[src/rtl/common_types_pkg.sv]
// Shared types for the execute-stage blocks: RISC-V M-extension divide
// funct3 encodings plus small decode helpers used by divider_ctrl.
package common_types_pkg;

    typedef enum logic [2:0] {
        DIV_OP_DIV  = 3'b100,
        DIV_OP_DIVU = 3'b101,
        DIV_OP_REM  = 3'b110,
        DIV_OP_REMU = 3'b111
    } div_op_t;

    // Signed variants are DIV and REM (funct3 bit 0 clear).
    function automatic logic div_op_is_signed(input logic [2:0] op);
        logic res;
        case (div_op_t'(op))
            DIV_OP_DIV, DIV_OP_REM: res = 1'b1;
            default:                res = 1'b0;
        endcase
        return res;
    endfunction

    // Remainder variants are REM and REMU (funct3 bit 1 set).
    function automatic logic div_op_is_rem(input logic [2:0] op);
        logic res;
        case (div_op_t'(op))
            DIV_OP_REM, DIV_OP_REMU: res = 1'b1;
            default:                 res = 1'b0;
        endcase
        return res;
    endfunction

endpackage

[src/rtl/divider_if.sv]
// Handshake between divider_ctrl and the shared long-division divider.
// The divider side uses the div modport, the sequencer the mirrored ctrl one.
interface divider_if;
    logic        en;
    logic        is_signed;
    logic [31:0] a;
    logic [31:0] b;
    logic [31:0] q;
    logic [31:0] r;
    logic        ready;
    logic        div_by_zero;
    logic        overflow;

    modport div  (input  en, is_signed, a, b,
                  output q, r, ready, div_by_zero, overflow);
    modport ctrl (output en, is_signed, a, b,
                  input  q, r, ready, div_by_zero, overflow);
endinterface

[src/rtl/div_result_cache.sv]
// Single-entry result store for divider_ctrl: remembers operands, signedness,
// quotient and remainder of the last completed divide and flags a tag match.
// Only built when DIV_RESULT_CACHE_EN is defined.
`ifdef DIV_RESULT_CACHE_EN
module div_result_cache (
    input  logic        clk,
    input  logic        nrst,
    input  logic        wr_en,
    input  logic [31:0] wr_a,
    input  logic [31:0] wr_b,
    input  logic        wr_signed,
    input  logic [31:0] wr_q,
    input  logic [31:0] wr_r,
    input  logic [31:0] lk_a,
    input  logic [31:0] lk_b,
    input  logic        lk_signed,
    output logic        hit,
    output logic [31:0] hit_q,
    output logic [31:0] hit_r
);
    logic        valid_r;
    logic [31:0] a_r;
    logic [31:0] b_r;
    logic        signed_r;
    logic [31:0] q_r;
    logic [31:0] r_r;

    // Capture the entry of each completed operation; reset invalidates it.
    always_ff @(posedge clk) begin
        if (!nrst) begin
            valid_r  <= 1'b0;
            a_r      <= 32'h0;
            b_r      <= 32'h0;
            signed_r <= 1'b0;
            q_r      <= 32'h0;
            r_r      <= 32'h0;
        end else if (wr_en) begin
            valid_r  <= 1'b1;
            a_r      <= wr_a;
            b_r      <= wr_b;
            signed_r <= wr_signed;
            q_r      <= wr_q;
            r_r      <= wr_r;
        end
    end

    assign hit   = valid_r && (a_r == lk_a) && (b_r == lk_b) && (signed_r == lk_signed);
    assign hit_q = q_r;
    assign hit_r = r_r;
endmodule
`endif

[src/rtl/divider_ctrl.sv]
// divider_ctrl: sequences DIV/DIVU/REM/REMU requests onto the shared divider,
// holds operands stable for the whole operation, returns the quotient or
// remainder with a one-cycle done pulse and absorbs pipeline flushes.
// Optional result reuse for repeated operands: define DIV_RESULT_CACHE_EN.
module divider_ctrl
    import common_types_pkg::*;
(
    input  logic          clk,
    input  logic          nrst,
    input  logic          req,
    input  logic [2:0]    op,
    input  logic [31:0]   a,
    input  logic [31:0]   b,
    input  logic          flush,
    output logic          stall,
    output logic          done,
    output logic [31:0]   result,
    output logic          busy,
    divider_if.ctrl       dif
);
    typedef enum logic [2:0] {IDLE, ISSUE, WAIT, DRAIN, RESP} state_t;

    state_t      state_r;
    logic [31:0] a_r;
    logic [31:0] b_r;
    logic        signed_r;
    logic        sel_rem_r;
    logic [31:0] result_r;
    logic        en_r;
    logic        busy_r;

    logic        acc_signed_s;
    logic        acc_rem_s;
    logic        hit_s;
    logic [31:0] hit_q_s;
    logic [31:0] hit_r_s;

    assign acc_signed_s = div_op_is_signed(op);
    assign acc_rem_s    = div_op_is_rem(op);

`ifdef DIV_RESULT_CACHE_EN
    logic [31:0] q_r;
    logic [31:0] r_r;
    logic        cache_wr_s;

    // Only a response that actually reaches the pipeline refreshes the entry.
    assign cache_wr_s = (state_r == RESP) && !flush;

    div_result_cache u_cache (
        .clk       (clk),
        .nrst      (nrst),
        .wr_en     (cache_wr_s),
        .wr_a      (a_r),
        .wr_b      (b_r),
        .wr_signed (signed_r),
        .wr_q      (q_r),
        .wr_r      (r_r),
        .lk_a      (a),
        .lk_b      (b),
        .lk_signed (acc_signed_s),
        .hit       (hit_s),
        .hit_q     (hit_q_s),
        .hit_r     (hit_r_s)
    );

    // Keep both quotient and remainder of the current op for the cache entry.
    always_ff @(posedge clk) begin
        if (!nrst) begin
            q_r <= 32'h0;
            r_r <= 32'h0;
        end else if ((state_r == IDLE) && req && !flush && hit_s) begin
            q_r <= hit_q_s;
            r_r <= hit_r_s;
        end else if ((state_r == WAIT) && dif.ready) begin
            q_r <= dif.q;
            r_r <= dif.r;
        end
    end
`else
    assign hit_s   = 1'b0;
    assign hit_q_s = 32'h0;
    assign hit_r_s = 32'h0;
`endif

    // Main sequencer: accept, issue, wait/drain, respond; en and busy registered.
    always_ff @(posedge clk) begin
        if (!nrst) begin
            state_r   <= IDLE;
            a_r       <= 32'h0;
            b_r       <= 32'h0;
            signed_r  <= 1'b0;
            sel_rem_r <= 1'b0;
            result_r  <= 32'h0;
            en_r      <= 1'b0;
            busy_r    <= 1'b0;
        end else begin
            en_r <= 1'b0;
            case (state_r)
                IDLE: begin
                    if (req && !flush) begin
                        a_r       <= a;
                        b_r       <= b;
                        signed_r  <= acc_signed_s;
                        sel_rem_r <= acc_rem_s;
                        busy_r    <= 1'b1;
                        if (hit_s) begin
                            result_r <= acc_rem_s ? hit_r_s : hit_q_s;
                            state_r  <= RESP;
                        end else begin
                            en_r    <= 1'b1;
                            state_r <= ISSUE;
                        end
                    end else begin
                        busy_r  <= 1'b0;
                        state_r <= IDLE;
                    end
                end
                ISSUE: begin
                    if (flush) begin
                        state_r <= DRAIN;
                    end else begin
                        state_r <= WAIT;
                    end
                end
                WAIT: begin
                    if (flush) begin
                        // The divider cannot be aborted; finish it silently.
                        if (dif.ready) begin
                            busy_r  <= 1'b0;
                            state_r <= IDLE;
                        end else begin
                            state_r <= DRAIN;
                        end
                    end else if (dif.ready) begin
                        result_r <= sel_rem_r ? dif.r : dif.q;
                        state_r  <= RESP;
                    end else begin
                        state_r <= WAIT;
                    end
                end
                DRAIN: begin
                    if (dif.ready) begin
                        busy_r  <= 1'b0;
                        state_r <= IDLE;
                    end else begin
                        state_r <= DRAIN;
                    end
                end
                RESP: begin
                    busy_r  <= 1'b0;
                    state_r <= IDLE;
                end
                default: begin
                    busy_r  <= 1'b0;
                    state_r <= IDLE;
                end
            endcase
        end
    end

    assign dif.en        = en_r;
    assign dif.a         = a_r;
    assign dif.b         = b_r;
    assign dif.is_signed = signed_r;

    assign done   = (state_r == RESP) && !flush;
    assign stall  = req && !done;
    assign busy   = busy_r;
    assign result = result_r;
endmodule

[src/flat_wrapper.sv]
// flat-port wrapper written by rule: the top's interface ports become plain ports
module divider_ctrl_flat import common_types_pkg::*;
  (clk, nrst, req, op, a, b, flush, stall, done, result, busy, dif_en, dif_is_signed, dif_a, dif_b, dif_q, dif_r, dif_ready, dif_div_by_zero, dif_overflow);
  divider_if dif_i ();
  input  logic clk;
  input  logic nrst;
  input  logic req;
  input  logic [2:0] op;
  input  logic [31:0] a;
  input  logic [31:0] b;
  input  logic flush;
  output logic stall;
  output logic done;
  output logic [31:0] result;
  output logic busy;
  output wire logic [$bits(dif_i.en)-1:0] dif_en;
  output wire logic [$bits(dif_i.is_signed)-1:0] dif_is_signed;
  output wire logic [$bits(dif_i.a)-1:0] dif_a;
  output wire logic [$bits(dif_i.b)-1:0] dif_b;
  input wire logic [$bits(dif_i.q)-1:0] dif_q;
  input wire logic [$bits(dif_i.r)-1:0] dif_r;
  input wire logic [$bits(dif_i.ready)-1:0] dif_ready;
  input wire logic [$bits(dif_i.div_by_zero)-1:0] dif_div_by_zero;
  input wire logic [$bits(dif_i.overflow)-1:0] dif_overflow;
  assign dif_en = dif_i.en;
  assign dif_is_signed = dif_i.is_signed;
  assign dif_a = dif_i.a;
  assign dif_b = dif_i.b;
  assign dif_i.q = dif_q;
  assign dif_i.r = dif_r;
  assign dif_i.ready = dif_ready;
  assign dif_i.div_by_zero = dif_div_by_zero;
  assign dif_i.overflow = dif_overflow;
  divider_ctrl u_core (.clk(clk), .nrst(nrst), .req(req), .op(op), .a(a), .b(b), .flush(flush), .stall(stall), .done(done), .result(result), .busy(busy), .dif(dif_i));
endmodule
[config.mk]
export PLATFORM = sky130hd
export DESIGN_NAME = divider_ctrl_flat
export DESIGN_NICKNAME = d
export VERILOG_FILES = /design/src/rtl/common_types_pkg.sv /design/src/rtl/divider_if.sv /design/src/rtl/div_result_cache.sv /design/src/rtl/divider_ctrl.sv /design/src/flat_wrapper.sv
export SDC_FILE = /design/constraint.sdc
export NUM_CORES = 1
export LEC_CHECK = 0
export ABC_AREA = 0
export CAP_MARGIN = 0
export CORE_ASPECT_RATIO = 1.2
export CORE_MARGIN = 3
export CORE_UTILIZATION = 35
export DETAILED_ROUTE_END_ITERATION = 12
export PLACE_DENSITY = 0.84
export REMOVE_ABC_BUFFERS = 1
export SLEW_MARGIN = 30
export SYNTH_ARGS = -nofsm -noshare
export SYNTH_HDL_FRONTEND = slang
export SYNTH_SLANG_ARGS = --single-unit
[constraint.sdc]
create_clock -name clk -period 1.5 [get_ports clk]
set_input_delay 0.3 -clock clk [delete_from_list [all_inputs] [get_ports clk]]
set_output_delay 0.3 -clock clk [all_outputs]
set_load 0.02 [all_outputs]
==> Flow_metrics.wiki <==
{| class="wikitable"
! Metric !! Value
|-
| Worst Path Required || about 1800 ps
|-
| Post-route DRC || 0
|-
| Deepest level of the CTS H-tree || 3
|-
| Area taken by flip-flops and latches || around 2100 um^2
|-
| Die width || 109 um
|-
| Number of buffers created by CTS || 9
|-
| Minimum setup slack among reg-to-reg paths || between 10 and 15 ps
|-
| Highest ir drop seen on vdd || 0.000511 V
|-
| Crit start category || flip-flop
|-
| Most area-hungry cell type in the Yosys netlist || sky130_fd_sc_hd__dfxtp_1
|-
| Switching part of the total || 23.5%
|-
| Final setup violating endpoints || 0
|-
| P&R area growth vs syn || 69.2%
|-
| Proportion of synthesized flip-flops having asynchronous set or reset || 0%
|-
| Antenna-violating nets left || 0
|-
| Antenna violations before repair || 0
|-
| Count of inserted antenna diode cells || 0
|-
| Slew @ Worst Pin || between 400 and 500 ps
|-
| Clock latency reported for the late side of the worst-skew pair || 340 ps
|-
| Headroom to the max-slew limit || between 60 and 70%
|-
| Final WL || approximately 14000 um
|-
| Design internal power || roughly 5.2 mW
|-
| Sequential fraction of the synthesis area || between 40% and 50%
|-
| Detailed-route wire length per cell || between 15 and 20 um
|-
| CP Cell Sequence || buf_12 -> and3b_4 -> buf_12 -> clkbuf_16 -> mux2i_1
|-
| Dominant cells by area after synthesis || sky130_fd_sc_hd__dfxtp_1 47%, sky130_fd_sc_hd__mux2i_1 22%, sky130_fd_sc_hd__nand2_1 11%, sky130_fd_sc_hd__a31o_1 5.8%, sky130_fd_sc_hd__nor4_1 4.5%
|-
| Leading cell type by number of instances after synthesis || sky130_fd_sc_hd__nand2_1
|-
| Max Clk Rate || 672 MHz
|-
| Yosys cell types || 27
|-
| Num ports || roughly 240
|-
| Hold Vio Cnt, Final || 0
|-
| WP depth || 5
|-
| Gp weighted congestion || slightly above 0.7
|-
| Class of the tightest hold or removal check || primary input to flip-flop
|-
| Vias in the first global route || 4209
|-
| Highest net fanout along the worst path || 36
|-
| Time the worst path needs with I/O delays and setup || roughly 1500 ps
|-
| Total core area || 12200 um^2
|-
| Leading post-synthesis cells by instance count || 130 x sky130_fd_sc_hd__nand2_1, 103 x sky130_fd_sc_hd__dfxtp_1, 98 x sky130_fd_sc_hd__mux2i_1
|-
| Root Buffer || sky130_fd_sc_hd__clkbuf_16
|-
| Clock input transition at the sequential cells of the worst setup and hold paths || approximately 70 ps
|-
| Cell type with the highest occurrence count on the critical path || sky130_fd_sc_hd__buf_12
|-
| TritonCTS clock tree || yes
|-
| Crit Path Category || flip-flop to flip-flop
|-
| EDFF count, synth || 0
|-
| Max-cap violations || 0
|-
| Detailed-placement wirelength estimate || approximately 9500 um
|-
| Vias per inst || ~5
|-
| Endpoint of the worst register-to-register path || u_core.dif.a[18]
|-
| Number of filler cells placed in the layout || approximately 1000
|-
| Buffers from clock root to sink, at most || 2
|-
| Max stage delay on crit path || ~400 ps
|-
| Combinational group share of total power || roughly 18%
|-
| Clk sinks || between 100 and 150
|-
| Total power density per cell area || slightly above 900 nW/um^2
|-
| Area of combinational cells with multiple inputs || between 2000 and 2500 um^2
|-
| Sum of negative setup slack || 0 ps
|-
| WHS Endpoint || u_core.dif.a[22]
|-
| Share of total power in the clock network || between 30% and 40%
|-
| Number of synthesis warnings || 0
|-
| Cell area after synthesis || 4420 um^2
|-
| Wire length of the first global-routing pass || between 20000 and 25000 um
|-
| Mapped Avg Cell Area || ~9.5 um^2
|-
| Grt ovf || 0
|-
| Predominant post-synthesis flop cell || sky130_fd_sc_hd__dfxtp_1
|-
| Hold path startpoint || nrst
|-
| Depth of the worst register-to-register path || 5
|-
| Relative contribution of sequential cells to total power || between 40 and 50%
|-
| Die span in y || around 130 um
|-
| Buf/Inv on CP || 3
|-
| Run status || finished, final reports clean
|-
| Starting Density || 36.1%
|-
| Fin Clk Skew || between 7 and 8 ps
|-
| Layout cell share with drive strength beyond 1 || under 10%
|-
| WP data arrival || between 1500 and 2000 ps
|-
| Dominant delay contributor by cell family on the critical path || buffers and inverters
|-
| Die area || roughly 14000 um^2
|-
| GRT Overall Usage || between 10% and 20%
|-
| Seq cells post-synth || 103
|-
| RSZ-0062 raised after global routing || yes
|-
| Minimum setup slack after placement || -560 ps
|-
| Synth top area share || 46.7%
|-
| Core Rows || 44
|-
| Total iterations of the first detailed-routing run || 4
|-
| Worst hold path depth || 3
|-
| Leakage power total || about 3.2 nW
|-
| Fin crit share || between 90% and 100%
|-
| Total of buffers placed on input and output ports || about 240
|-
| Sw power || ~1.6 mW
|-
| Pins Over Slew Limit || 0
|-
| Vias after detailed routing || around 4200
|-
| Fin worst setup slack || approximately 11 ps
|-
| Pin count of the biggest net entering global routing || 95
|-
| Worst-path cell with the longest stage delay || sky130_fd_sc_hd__and3b_4
|-
| Kind of end point of the critical path || flip-flop
|-
| Origin of the critical flop-to-flop path || u_core.state_r[2]
|-
| Nets || 834
|-
| Number of instances in the synthesized netlist || 466
|-
| DRC marker count from the first detailed-route iteration || 146
|}
## placed cells by master (no fill, tap or decap), types with 2 or more instances in the layout
cell,instances
sky130_fd_sc_hd__a21oi_1,2
sky130_fd_sc_hd__a31o_1,29
sky130_fd_sc_hd__a31o_2,2
sky130_fd_sc_hd__and2_1,2
sky130_fd_sc_hd__buf_12,6
sky130_fd_sc_hd__buf_16,3
sky130_fd_sc_hd__buf_4,15
sky130_fd_sc_hd__buf_6,3
sky130_fd_sc_hd__bufinv_16,3
sky130_fd_sc_hd__clkbuf_16,14
sky130_fd_sc_hd__clkdlybuf4s50_1,133
sky130_fd_sc_hd__dfxtp_1,99
sky130_fd_sc_hd__dfxtp_2,3
sky130_fd_sc_hd__dlygate4sd2_1,100
sky130_fd_sc_hd__inv_1,2
sky130_fd_sc_hd__mux2i_1,98
sky130_fd_sc_hd__nand2_1,130
sky130_fd_sc_hd__nor2_1,3
sky130_fd_sc_hd__nor2b_1,2
sky130_fd_sc_hd__nor4_1,28
sky130_fd_sc_hd__nor4_2,4
sky130_fd_sc_hd__o21ai_0,2
## worst reg2reg max path: stages (launching register included)
cell and delay, ps:
sky130_fd_sc_hd__dfxtp_2 340, sky130_fd_sc_hd__buf_12 170, sky130_fd_sc_hd__and3b_4 410, sky130_fd_sc_hd__buf_12 160, sky130_fd_sc_hd__clkbuf_16 160, sky130_fd_sc_hd__mux2i_1 190
## metrics by stage
stage | area [um^2] | total power [mW] | hold WS [ps] | std cells | utilization [%]
global route | 7470 | 7.07 | 281 | 862 | 61.1
finish | 7470 | 6.80 | 277 | 862 | 61.1
floorplan | 4170 | 3.43 | 418 | 420 | -
global placement | 6920 | 4.14 | 441 | 834 | 56.6
CTS | 7250 | 6.84 | 262 | 854 | 59.3
detailed placement | 6920 | 4.17 | 445 | 834 | 56.6
## registers in the layout, summed over array words and instances (netlist names)
| register | count |
|---|---|
| u_core.dif.b | 32 |
| u_core.busy | 1 |
| u_core.sel_rem_r | 1 |
| u_core.result | 32 |
| u_core.dif.en | 1 |
| u_core.state_r | 3 |
| u_core.dif.is_signed | 1 |
| u_core.dif.a | 32 |
## kinds of logic after synthesis
logic type | synth area share, %
simple gates | 18.1
flops | 46.7
compound gates | 7.20
mux | 22.2
buf+inv | 5.84
## timing repair
item                                    CTS  global route
buffers inserted                          2             2
pin swaps                                 3            23
cloned                                    2             6
resized for setup                       120            12
hold buffers                              0             0
endpoints found under the setup margin  150            74
## final cells by class
cell class,instances,share of cell area [%]
clock buffers,11,3.25
repair buffers,265,35.9
well taps,161,2.70
inverters,2,0.100
multi-input cells,315,29.0
clock inverters,5,1.39
flip-flops and latches,103,27.7
## worst max-delay path by stage
stage          slack [ps]                to               from
6_report               10  u_core.dif.a[18]  u_core.state_r[2]
5_1_grt               -70  u_core.dif.b[24]  u_core.state_r[1]
4_1_cts               -30             stall  u_core.state_r[0]
3_5_place_dp         -560             stall              flush
3_3_place_gp         -540             stall              flush
2_1_floorplan       -1910   u_core.dif.a[0]  u_core.state_r[2]
## power groups by stage
stage                     clock network [mW]  registers, mW  logic [mW]
after global routing                    2.84           2.92        1.30
after CTS                               2.75           2.91        1.18
after detailed placement                   0           2.97        1.19
after global placement                     0           2.97        1.17
after floorplan                            0           3.11       0.313
final                                   2.68           2.91        1.22
## routing by layer
metal  part of all wire (%)  track usage, %
met1                     38            19.6
met2                     50            33.2
met3                    9.6            5.53
met4                    1.8            6.39
met5                      0               0
No activity file was read; power rests on OpenSTA's default activity.
